<file path="config.mk">
export PLATFORM = sky130hd
export DESIGN_NAME = ipsmacge_txseq_flat
export DESIGN_NICKNAME = d
export VERILOG_FILES = /design/src/rtl/ipsmacge_txseq_if.sv /design/src/rtl/ipsmacge_txseq.sv /design/src/flat_wrapper.sv
export SDC_FILE = /design/constraint.sdc
export NUM_CORES = 1
export LEC_CHECK = 0
export CORE_MARGIN = 5
export CORE_UTILIZATION = 38
export DETAILED_ROUTE_END_ITERATION = 10
export SLEW_MARGIN = 40
export SYNTH_ARGS = -nofsm -noshare
export SYNTH_HDL_FRONTEND = slang
export SYNTH_SLANG_ARGS = --single-unit
</file>
<file path="constraint.sdc">
create_clock -name txclk -period 2.85 [get_ports txclk]
set_clock_uncertainty 0.1 [all_clocks]
set_input_delay 0.855 -clock txclk [delete_from_list [all_inputs] [get_ports txclk]]
set_output_delay 0.855 -clock txclk [all_outputs]
set_load 0.1 [all_outputs]
</file>
<file path="src/rtl/ipsmacge_txseq_if.sv">
// Byte-wide frame stream handshake feeding ipsmacge_txseq (fvld/frdy transfer, sop/eop/err sideband).
interface ipsmacge_txseq_if #(
    parameter int DAT_DW = 8
) ();
    logic [DAT_DW-1:0] fdat;
    logic              fvld;
    logic              fsop;
    logic              feop;
    logic              ferr;
    logic              frdy;

    modport master (output fdat, fvld, fsop, feop, ferr, input frdy);
    modport slave  (input fdat, fvld, fsop, feop, ferr, output frdy);
endinterface

</file>
<file path="src/rtl/ipsmacge_txseq.sv">
// Tx frame sequencer: preamble/SFD insertion, byte pacing per speed, underrun handling, IPG.
// Optional IPSMACGE_TXSEQ_STAT_EN adds stat_frm/stat_urun frame and underrun counters.
module ipsmacge_txseq #(
    parameter int DAT_DW  = 8,
    parameter int MSP_DW  = 2,
    parameter int PRE_LEN = 7,
    parameter int IPG_LEN = 12,
    parameter int CNT_DW  = 4
) (
    input  logic              txclk,
    input  logic              txrst_,
    ipsmacge_txseq_if.slave   fif,
    output logic [DAT_DW-1:0] igdat,
    output logic              igval,
    output logic              igen,
    output logic              iger,
    input  logic              up_act,
    input  logic              up_gmii,
    input  logic [MSP_DW-1:0] up_spd,
    output logic              busy
`ifdef IPSMACGE_TXSEQ_STAT_EN
    ,
    output logic [15:0]       stat_frm,
    output logic [7:0]        stat_urun
`endif
);

    localparam logic [2:0] ST_IDLE = 3'd0;
    localparam logic [2:0] ST_PRE  = 3'd1;
    localparam logic [2:0] ST_SFD  = 3'd2;
    localparam logic [2:0] ST_DATA = 3'd3;
    localparam logic [2:0] ST_URUN = 3'd4;
    localparam logic [2:0] ST_IPG  = 3'd5;

    localparam logic [MSP_DW-1:0] SPD_RSV = MSP_DW'(2'b11);
    localparam logic [MSP_DW-1:0] SPD_1G  = MSP_DW'(2'b10);
    localparam logic [CNT_DW-1:0] PRE_LAST = CNT_DW'(PRE_LEN - 1);
    localparam logic [CNT_DW-1:0] IPG_LAST = CNT_DW'(IPG_LEN - 1);

    logic [2:0]        st, nst;
    logic [CNT_DW-1:0] cnt, ncnt;
    logic              ph, nph;
    logic              gig, ngig;
    logic [DAT_DW-1:0] h_dat, nh_dat;
    logic              h_err, nh_err, h_eop, nh_eop;
    logic              frdy_q;
    logic              slot_end, accept, start, dis;
    logic [DAT_DW-1:0] igdat_n;
    logic              igval_n, igen_n, iger_n, frdy_n, busy_n;
    logic              unused_gmii;

    assign unused_gmii = up_gmii;
    assign fif.frdy    = frdy_q;

    assign slot_end = gig | ph;
    assign accept   = frdy_q & fif.fvld;
    assign start    = fif.fvld & fif.fsop & up_act & (up_spd != SPD_RSV);
    assign dis      = ~up_act | (up_spd == SPD_RSV);

    always_comb begin
        nst    = st;
        ncnt   = cnt;
        ngig   = gig;
        nh_dat = accept ? fif.fdat : h_dat;
        nh_err = accept ? fif.ferr : h_err;
        nh_eop = accept ? fif.feop : h_eop;
        case (st)
            ST_IDLE: if (start) begin
                nst  = ST_PRE;
                ncnt = '0;
                ngig = (up_spd == SPD_1G);
            end
            ST_PRE: if (slot_end) begin
                if (cnt == PRE_LAST) begin
                    nst  = ST_SFD;
                    ncnt = '0;
                end else begin
                    ncnt = cnt + 1'b1;
                end
            end
            ST_SFD, ST_DATA: if (slot_end) begin
                if (st == ST_DATA && h_eop) begin
                    nst  = ST_IPG;
                    ncnt = '0;
                end else if (accept) begin
                    nst = ST_DATA;
                end else begin
                    nst = ST_URUN;
                end
            end
            ST_URUN: if (slot_end) begin
                nst  = ST_IPG;
                ncnt = '0;
            end
            ST_IPG: if (slot_end) begin
                ncnt = '0;
                // A pending frame starts straight out of the last gap slot, so the gap is exactly IPG_LEN
                if (cnt != IPG_LAST) begin
                    ncnt = cnt + 1'b1;
                end else if (start) begin
                    nst  = ST_PRE;
                    ngig = (up_spd == SPD_1G);
                end else begin
                    nst = ST_IDLE;
                end
            end
            default: nst = ST_IDLE;
        endcase
        if (dis) begin
            nst    = ST_IDLE;
            ncnt   = '0;
            ngig   = 1'b0;
            nh_dat = '0;
            nh_err = 1'b0;
            nh_eop = 1'b0;
        end

        nph = (nst == ST_IDLE || ngig || (nst == ST_PRE && st != ST_PRE)) ? 1'b0 : ~ph;

        igen_n = (nst inside {ST_PRE, ST_SFD, ST_DATA, ST_URUN});
        case (nst)
            ST_PRE:  igdat_n = DAT_DW'(8'h55);
            ST_SFD:  igdat_n = DAT_DW'(8'hD5);
            ST_DATA: igdat_n = nh_dat;
            default: igdat_n = '0;
        endcase
        iger_n  = (nst == ST_DATA && nh_err) || (nst == ST_URUN);
        igval_n = (nst != ST_IDLE) && !nph;
        frdy_n  = (nst == ST_SFD || (nst == ST_DATA && !nh_eop)) && (ngig || nph);
        busy_n  = (nst != ST_IDLE);
    end

    always_ff @(posedge txclk or negedge txrst_) begin
        if (!txrst_) begin
            st     <= ST_IDLE;
            cnt    <= '0;
            ph     <= 1'b0;
            gig    <= 1'b0;
            h_dat  <= '0;
            h_err  <= 1'b0;
            h_eop  <= 1'b0;
            igdat  <= '0;
            igval  <= 1'b0;
            igen   <= 1'b0;
            iger   <= 1'b0;
            frdy_q <= 1'b0;
            busy   <= 1'b0;
        end else begin
            st     <= nst;
            cnt    <= ncnt;
            ph     <= nph;
            gig    <= ngig;
            h_dat  <= nh_dat;
            h_err  <= nh_err;
            h_eop  <= nh_eop;
            igdat  <= igdat_n;
            igval  <= igval_n;
            igen   <= igen_n;
            iger   <= iger_n;
            frdy_q <= frdy_n;
            busy   <= busy_n;
        end
    end

`ifdef IPSMACGE_TXSEQ_STAT_EN
    logic frm_done, urun_hit;

    assign frm_done = (st == ST_DATA) && slot_end && h_eop && !dis;
    assign urun_hit = (nst == ST_URUN) && (st != ST_URUN);

    always_ff @(posedge txclk or negedge txrst_) begin
        if (!txrst_) begin
            stat_frm  <= '0;
            stat_urun <= '0;
        end else begin
            if (frm_done) stat_frm  <= stat_frm + 16'd1;
            if (urun_hit) stat_urun <= stat_urun + 8'd1;
        end
    end
`endif

endmodule
</file>
<file path="src/flat_wrapper.sv">
// flat-port wrapper written by rule: the top's interface ports become plain ports
module ipsmacge_txseq_flat 
#(
    parameter int DAT_DW  = 8,
    parameter int MSP_DW  = 2,
    parameter int PRE_LEN = 7,
    parameter int IPG_LEN = 12,
    parameter int CNT_DW  = 4
)
  (txclk, txrst_, igdat, igval, igen, iger, up_act, up_gmii, up_spd, busy, fif_fdat, fif_fvld, fif_fsop, fif_feop, fif_ferr, fif_frdy);
  ipsmacge_txseq_if #(.DAT_DW(DAT_DW)) fif_i ();
  input  logic txclk;
  input  logic txrst_;
  output logic [DAT_DW-1:0] igdat;
  output logic igval;
  output logic igen;
  output logic iger;
  input  logic up_act;
  input  logic up_gmii;
  input  logic [MSP_DW-1:0] up_spd;
  output logic busy;
  input wire logic [$bits(fif_i.fdat)-1:0] fif_fdat;
  input wire logic [$bits(fif_i.fvld)-1:0] fif_fvld;
  input wire logic [$bits(fif_i.fsop)-1:0] fif_fsop;
  input wire logic [$bits(fif_i.feop)-1:0] fif_feop;
  input wire logic [$bits(fif_i.ferr)-1:0] fif_ferr;
  output wire logic [$bits(fif_i.frdy)-1:0] fif_frdy;
  assign fif_i.fdat = fif_fdat;
  assign fif_i.fvld = fif_fvld;
  assign fif_i.fsop = fif_fsop;
  assign fif_i.feop = fif_feop;
  assign fif_i.ferr = fif_ferr;
  assign fif_frdy = fif_i.frdy;
  ipsmacge_txseq #(.DAT_DW(DAT_DW), .MSP_DW(MSP_DW), .PRE_LEN(PRE_LEN), .IPG_LEN(IPG_LEN), .CNT_DW(CNT_DW)) u_core (.txclk(txclk), .txrst_(txrst_), .fif(fif_i), .igdat(igdat), .igval(igval), .igen(igen), .iger(iger), .up_act(up_act), .up_gmii(up_gmii), .up_spd(up_spd), .busy(busy));
endmodule
</file>
**Yosys cells after proc, flatten, opt, wreduce, memory -nomap -nowiden**

Cells that the tools add are included.

- Register bits after elaboration: 32
- Input bits: 18
- Output and inout bits: 13
- Logic and storage cells: 98

- Add/subtract/negate cells: 1
- Eq/ne operators: 21
- Mux-type cells: 35
- Bitwise logic cells: 8
- Reduce and logical (&&, ||, !) cells: 20

Operators by type and width:

| kind | count |
|---|---|
| 2-to-1 mux 4 bit | 9 |
| 2-to-1 mux 3 bit | 10 |
| one-hot mux 8 bit (3 select lines) | 1 |
| != test 3 x 1 -> 1 bit, second input constant | 7 |
| one-hot mux 4 bit (5 select lines) | 1 |
| 2-to-1 mux 8 bit | 2 |
| one-hot mux 3 bit (5 select lines) | 1 |
| equality test 3 x 2 -> 1 bit, second input constant | 4 |
| 2-to-1 mux 1 bit | 10 |
| equality test 3 bit, second input constant | 3 |
| AND reduction 7 bit | 1 |
| equality test 3 x 1 -> 1 bit, second input constant | 2 |
| logical AND 1 bit | 6 |
| logical NOT 3 bit | 2 |
| nonzero test 6 bit | 1 |
| logical OR 1 bit | 5 |
| adder 4 x 1 -> 4 bit, second input constant | 1 |
| bitwise AND 1 bit | 4 |
| equality test 2 bit, second input constant | 2 |
| equality test 4 x 3 -> 1 bit, second input constant | 1 |
| != test 4 bit, second input constant | 1 |
| nonzero test 4 bit | 1 |
| nonzero test 3 bit | 1 |
| logical NOT 1 bit | 2 |
| other kinds (5) | 7 |

**Logic depth before layout (Yosys ltp)**

Gate-level depths: netlist of the first run.

- Depth in word-level cells: 14
- Depth in mapped cells: 10
- Gate-level depth less buffers: 10

**Worst setup path after synthesis of the first run**

OpenSTA, ideal clock, no wires.

- Path type: reg-to-reg
- From: reg u_core.frdy_q, in the netlist u_core.fif.frdy
- To: reg u_core.igval
- Library setup time: 124 ps
- Arrival: 2,293 ps
- Data required time: 2,626 ps
- Setup slack: 333 ps
- Cell stages (with the launch flop): 7
- Buffers on the path: 0
- Period minus slack after synthesis: 2,517 ps
- Path through: dfrtp_1 -> a2bb2oi_1 -> or4b_4 -> a21oi_4 -> or2_1 -> nor2_1 -> o31a_1

- Cells in the longest elaborated chain, start to end: 12
- Elaborated cells on any way between the ends: 15
- Classes of those cells: 1 x eq/ne; 6 x mux; 1 x bitwise; 7 x reduce/logical

Ends and longest elaborated chain:

| element | RTL line | RTL |
|---|---|---|
| start, declared | ipsmacge_txseq.sv:46 | `logic frdy_q;` |
| start signal, assigned | ipsmacge_txseq.sv:160 | `frdy_q <= frdy_n;` |
| bitwise AND 1 bit * | ipsmacge_txseq.sv:56 | `assign accept = frdy_q & fif.fvld;` |
| 2-to-1 mux 3 bit * | ipsmacge_txseq.sv:85 | `end else if (accept) begin` |
| 2-to-1 mux 3 bit * | ipsmacge_txseq.sv:82 | `if (st == ST_DATA && h_eop) begin` |
| 2-to-1 mux 3 bit * | ipsmacge_txseq.sv:81 | `ST_SFD, ST_DATA: if (slot_end) begin` |
| one-hot mux 3 bit (5 select lines) * | ipsmacge_txseq.sv:67 | `case (st)` |
| 2-to-1 mux 3 bit * | ipsmacge_txseq.sv:109 | `if (dis) begin` |
| net u_core.nst[1] | ipsmacge_txseq.sv:40 | `logic [2:0] st, nst;` |
| equality test 3 x 1 -> 1 bit or logical NOT 3 bit (tied branches) | ipsmacge_txseq.sv:118 | `nph = (nst == ST_IDLE \|\| ngig \|\| (nst == ST_PRE && st != ST_PRE)) ? 1'b0 : ~ph;` |
| logical AND 1 bit or logical OR 1 bit (tied branches) | ipsmacge_txseq.sv:118 |  |
| logical OR 1 bit | ipsmacge_txseq.sv:118 |  |
| 2-to-1 mux 1 bit | ipsmacge_txseq.sv:118 |  |
| logical NOT 1 bit | ipsmacge_txseq.sv:128 | `igval_n = (nst != ST_IDLE) && !nph;` |
| logical AND 1 bit * | ipsmacge_txseq.sv:128 |  |
| net u_core.igval_n | ipsmacge_txseq.sv:49 | `logic igval_n, igen_n, iger_n, frdy_n, busy_n;` |
| end signal, assigned | ipsmacge_txseq.sv:157 | `igval <= igval_n;` |
| end, declared | ipsmacge_txseq.sv:14 | `output logic igval,` |

Mark *: on every way through the listed nets, which the timed path passes. The rest lies on a longest branch.
A chain may end at the register's enable or synchronous reset.

**Worst setup path after layout of the first run**

- From: in up_act
- To: reg u_core.igdat[0]

- Cells in the longest elaborated chain, start to end: 9
- Elaborated cells on any way between the ends: 15
- Classes of those cells: 3 x eq/ne; 8 x mux; 4 x bitwise

Ends and longest elaborated chain:

| element | RTL line | RTL |
|---|---|---|
| start, declared | flat_wrapper.sv:18 | `input logic up_act;` |
| bitwise AND 1 bit (2 in series) | ipsmacge_txseq.sv:57 | `assign start = fif.fvld & fif.fsop & up_act & (up_spd != SPD_RSV);` |
| 2-to-1 mux 1 bit | ipsmacge_txseq.sv:100 | `end else if (start) begin` |
| 2-to-1 mux 3 bit | ipsmacge_txseq.sv:98 | `if (cnt != IPG_LAST) begin` |
| 2-to-1 mux 3 bit | ipsmacge_txseq.sv:95 | `ST_IPG: if (slot_end) begin` |
| one-hot mux 3 bit (5 select lines) | ipsmacge_txseq.sv:67 |  |
| 2-to-1 mux 3 bit | ipsmacge_txseq.sv:109 |  |
| equality test 3 x 2 -> 1 bit or equality test 3 x 1 -> 1 bit (tied branches) | ipsmacge_txseq.sv:121 | `case (nst)` |
| one-hot mux 8 bit (3 select lines) * | ipsmacge_txseq.sv:121 |  |
| net u_core.igdat_n[0] | ipsmacge_txseq.sv:48 | `logic [DAT_DW-1:0] igdat_n;` |
| end signal, assigned | ipsmacge_txseq.sv:156 | `igdat <= igdat_n;` |
| end, declared | ipsmacge_txseq.sv:13 | `output logic [DAT_DW-1:0] igdat,` |

Marks and branches as above.

==> metrics.md, run 1 <==
| Metric | Value |
|---|---|
| TritonCTS clock tree | done |
| All-Layer GR Usage | 13.5% |
| CTS resizes | 0 |
| Htree depth | 2 |
| Area contributors post-synth | dfrtp_1, mux2i_1, nor2_1 |
| Mapped Area | 0.00158 mm2 |
| Clk sinks | 32 |
| Slew HR | 73.0% |
| Most frequent cells after synthesis | dfrtp_1, nor2_1, mux2i_1, nand2_1, a21oi_1 |
| # port buffers | 29 |
| Post-synthesis sequential area ratio | 50.7% |
| RSZ-0062 raised after global routing | no |
| DRT antenna net count | 0 |
| Starting Density | 39.2% |
| Share of the synthesized area in the top cell type | 50.7% |
| Status | completed |
| Most common cell in the synthesized netlist | dfrtp_1 |
| Worst Setup Path Type | input port to register |
| Post-synth EDFFs | 0 |
| Detail Placement HPWL | 2.53 mm |
| Rows | 23 |
| P per Cell Area | 486 mW/mm2 |
| Arrival @ worst endpoint | 2760 ps |
| CP required | 2900 ps |
| Antenna cells | 0 |
| Vias in the first global route | 1279 |
| Worst skew pair latency | 280 ps |
| Crit-path max FO | 6 |
| Fin crit share | 95.2% |
| Ys flop type | dfrtp_1 |
| CTS Buf Count | 5 |
| Synth cell types | 49 |
| Grt total ovfl | 0 |
| Worst hold path type | register to register |
| Initial antenna violation count | 0 |
| Synth area leader | dfrtp_1 |
| Die area | 0.00554 mm2 |
| Detailed Routing Iterations Pass 1 | 4 |
| Core area | 0.00403 mm2 |
| Layout Nets | 213 |
| Remaining DRCs | 0 |
| Post-route design area | 0.00207 mm2 |
| Die Span X | 74.5 um |
| I/O pin count | 31 |
| WL/cell | 14.1 um |
| Fin crit period | 2710 ps |
| Post-Route WL | 3.43 mm |
| VDD IR-drop max | 0.330 mV |
| Post-synthesis async set-or-reset flop share | 100% |
| Syn. warnings | 0 |
| Cell area after placement | 0.00197 mm2 |
| Post-CTS Repair Setup Buffers | 0 |
| Share of cells above drive strength 1 | 23.3% |
| Mapped Cells | 150 |
| Fillers | 380 |
| Routability Congestion | 0.782 |
| Leak | 0.971 nW |
| Final hold vios | 0 |
| Fin. max-slew vios | 0 |
| TNS Setup | 0 ps |
| CTS Root Cell | clkbuf_8 |
| Worst-path clk slew | 60 ps |
| Total vias in the final route | 1270 |
| Vias per cell | 5.23 |
| Hold_buf cts | 0 |
| Syn nets | 170 |
| CP startpoint kind | input port |
| Worst slew pin tran | 405 ps |
| Syn avg cell area | 10.5 um2 |
| First-pass GRT wire length | 5.70 mm |
| Number of synthesized register bits | 32 |
| Clock buffer depth | 2 |
| Final setup viols | 0 |
| Die H | 74.5 um |
| 1st-iter DRT viols | 67 |
| Worst Setup End Kind | register |
| Largest net degree at the start of global routing | 33 |
| Maximum clock rate | 368 MHz |
| Area grow syn2layout | 30.8% |
| Max-cap viol count | 0 |
## worst max-delay path, stage by stage
cell and delay [ps]:
clkdlybuf4s50_1 470, a21bo_1 260, o21a_1 210, o311a_1 300
o22ai_2 210, mux2i_1 230, buf_4 150, o31ai_1 60
## logic make-up (layout without fill, tap and decap cells)
family / count (synthesis) / in the layout / synth area share, %
flip-flops: 32 / 32 / 50.7
multiplexers: 9 / 9 / 5.71
buffers and inverters: 13 / 56 / 3.96
AO/OA/AOI/OAI: 41 / 41 / 20.4
AND/OR/NAND/NOR: 53 / 53 / 17.6
adder cells (fa/ha/maj): 2 / 2 / 1.58
## layer usage
layer  GRT usage (%)  vias to the layer above  part of all wire, %
li1                -                      633                    -
met3            3.24                        6                  4.6
met5               0                        -                    0
met2            22.1                       30                   49
met4            5.14                        0                  1.1
met1            17.3                      601                   45
## where the power goes
part	leakage, nW	internal, mW	switching [mW]
Combinational	0.477	0.0597	0.108
Clock	0.0503	0.215	0.152
Sequential	0.444	0.464	0.00646
## state kept, by name (all words and copies together) (netlist names)
register and flops:
u_core.h_eop 1, u_core.cnt 4, u_core.igen 1, u_core.busy 1, u_core.igdat 8, u_core.h_err 1, u_core.h_dat 8, u_core.igval 1
u_core.st 3, u_core.iger 1, u_core.gig 1, u_core.fif.frdy 1, u_core.ph 1
## worst paths after layout
kind	start	end	slack (ps)	cells after the start
worst max-delay path	up_act	u_core.igdat[0]	140	8
worst min-delay path	u_core.h_dat[0]	u_core.h_dat[0]	420	2
worst max register to register	u_core.st[1]	u_core.igval	570	6
worst min register to register	u_core.h_dat[0]	u_core.h_dat[0]	420	2
max in group asynchronous	txrst_	u_core.h_dat[3]	1470	2
min in group asynchronous	txrst_	u_core.gig	880	2
## layout by cell type (no fill, tap or decap), types with 3 or more instances in the layout
cell             instances
a21oi_1                  8
buf_4                   28
clkbuf_8                 7
clkdlybuf4s50_1         16
dfrtp_1                 32
inv_1                    3
mux2i_1                  9
nand2_1                  9
nand3_1                  4
nor2_1                  17
nor3_1                   5
o21ai_0                  6
o31ai_1                  4
## area by class of cell
cell class	instances	area [um2]	share of cell area, %
clock buffer	7	96.3	4.66
inverter	5	20.0	0.969
multi-input combinational	105	716	34.6
sequential	32	801	38.8
tap	50	62.6	3.03
timing repair buffer	44	370	17.9
## stage by stage
step | std cells | util, % | total power [mW] | hold WS, ps | setup WS, ps
floorplan | 150 | - | 0.581 | 384 | 333
global placement | 236 | 48.9 | 0.647 | 403 | -118
detailed placement | 236 | 48.9 | 0.648 | 410 | -160
CTS | 243 | 51.3 | 1.02 | 426 | 127
global route | 243 | 51.3 | 1.05 | 456 | 63.2
finish | 243 | 51.3 | 1.00 | 424 | 136
No activity file was read; power rests on OpenSTA's default activity.
==> run 2: changes to the inputs <==
- CORE_MARGIN: 5 -> 2
==> metrics.md, run 2 (same netlist as run 1, synthesis figures left out) <==
| Metric | Value |
|---|---|
| Status | completed |
| Crit path cell chain | clkdlybuf4s50_1 -> a21bo_1 -> o21a_1 -> o311a_1 -> o22ai_2 -> mux2i_1 -> buf_4 -> o31ai_1 |
| CP startpoint | up_act |
| Fin crit share | 94.9% |
| Leak | 0.979 nW |
| Maximum clock rate | 370 MHz |
| Remaining DRCs | 0 |
| Critical Path Slowest Stage Cell | clkdlybuf4s50_1 |
| Final core utilization | 52.1% |
| Share of cells above drive strength 1 | 24.4% |
| Vias in the first global route | 1230 |
| VDD IR-drop max | 0.308 mV |
| Multi-input logic area | 716 um2 |
| Layout Nets | 216 |
| # port buffers | 29 |
| Fin crit period | 2700 ps |
| Die H | 68.5 um |
| Slew HR | 72.2% |
| Commonest non-fill, non-tap cell in the layout | dfrtp_1 |
| Detailed Routing Iterations Pass 1 | 4 |
| Crit-path max FO | 6 |
| Worst skew pair latency | 280 ps |
| Dpl ws | -154 ps |
| Antenna cells | 0 |
| Post-Route WL | 3.47 mm |
| Starting Density | 39.5% |
| Worst Setup End Kind | register |
| TritonCTS clock tree | done |
| CTS resizes | 0 |
| Hold_buf cts | 0 |
| Worst slew pin tran | 417 ps |
| WL/cell | 14.0 um |
| First-pass GRT wire length | 5.84 mm |
| Critical path's largest stage delay | 480 ps |
| Die Span X | 68.5 um |
| Total vias in the final route | 1287 |
| Grt total ovfl | 0 |
| Worst Setup Path Type | input port to register |
| Max-cap viol count | 0 |
| Routability Congestion | 0.805 |
| Die area | 0.00469 mm2 |
| DRT antenna net count | 0 |
| Final setup viols | 0 |
| Core area | 0.00400 mm2 |
| I/O pin count | 31 |
| CP startpoint kind | input port |
| Initial antenna violation count | 0 |
| RSZ-0062 raised after global routing | no |
| Clk sinks | 32 |
| CP required | 2910 ps |
| Clock buffer depth | 2 |
| Detail Placement HPWL | 2.53 mm |
| Most frequent cells in the layout | dfrtp_1, buf_4, nor2_1 |
| All-Layer GR Usage | 17.1% |
| Rows | 23 |
| Fillers | 378 |
| Origin of the worst min-delay path | u_core.h_dat[5] |
| Final hold vios | 0 |
| CTS Root Cell | clkbuf_8 |
| Worst hold path type | register to register |
| Arrival @ worst endpoint | 2760 ps |
| P per Cell Area | 479 mW/mm2 |
| Fin. max-slew vios | 0 |
| Largest net degree at the start of global routing | 33 |
| Area grow syn2layout | 32.1% |
| Vias per cell | 5.21 |
| 1st-iter DRT viols | 107 |
| Top Registers | u_core.h_dat: 8 flops, u_core.igdat: 8 flops, u_core.cnt: 4 flops |
| Setup ws final | 145 ps |
| PnR Total Power | 0.999 mW |
| Worst r2r src | u_core.st[1] |
| Register area | 801 um2 |
| CTS Buf Count | 5 |
| Htree depth | 2 |
| Post-CTS Repair Setup Buffers | 0 |
| Worst-path clk slew | 60 ps |
[run 2: where the power goes]
group / total, mW / internal (mW) / leakage (nW) / switching [mW]
sequential: 0.470 / 0.464 / 0.444 / 0.00634
combinational: 0.172 / 0.0619 / 0.491 / 0.110
clock: 0.357 / 0.196 / 0.0445 / 0.161
[run 2: path summary, 6_finish.rpt]
path	cells past startpoint	slack, ps	to
max	8	150	u_core.igdat[0]
max reg2reg	6	600	u_core.igval
min in group asynchronous	2	880	u_core.cnt[3]
min reg2reg	2	420	u_core.h_dat[5]
max in group asynchronous	2	1470	u_core.st[0]
min	2	420	u_core.h_dat[5]
[run 2: final cells by class]
class | instances | area share, %
Clock buffer | 7 | 4.14
Timing Repair Buffer | 47 | 18.8
Clock inverter | 1 | 0.360
Tap cell | 50 | 3.00
Multi-Input combinational cell | 105 | 34.3
Sequential cell | 32 | 38.4
Inverter | 5 | 0.960
[run 2: layer usage]
metal  vias to the layer above  part of all wire (%)  track usage, %
li1                        639                     -               -
met1                       609                    46            21.7
met2                        32                    47            27.4
met3                         7                   4.6            5.59
met4                         0                   1.7            5.75
met5                         -                     0               0
[run 2: metrics by stage]
stage / hold slack (ps) / setup TNS [ps] / std cells / area (um2)
after floorplan: 384 / 0 / 150 / 1580
after global placement: 404 / -833 / 239 / 1990
after detailed placement: 410 / -1280 / 239 / 1990
after CTS: 425 / 0 / 247 / 2090
after global routing: 455 / 0 / 247 / 2090
final: 420 / 0 / 247 / 2090
[run 2: critical path, delay by kind of cell]
family,cells,cell delay (ps)
buffers and inverters,2,630
AO/OA/AOI/OAI,5,1070
multiplexers,1,220
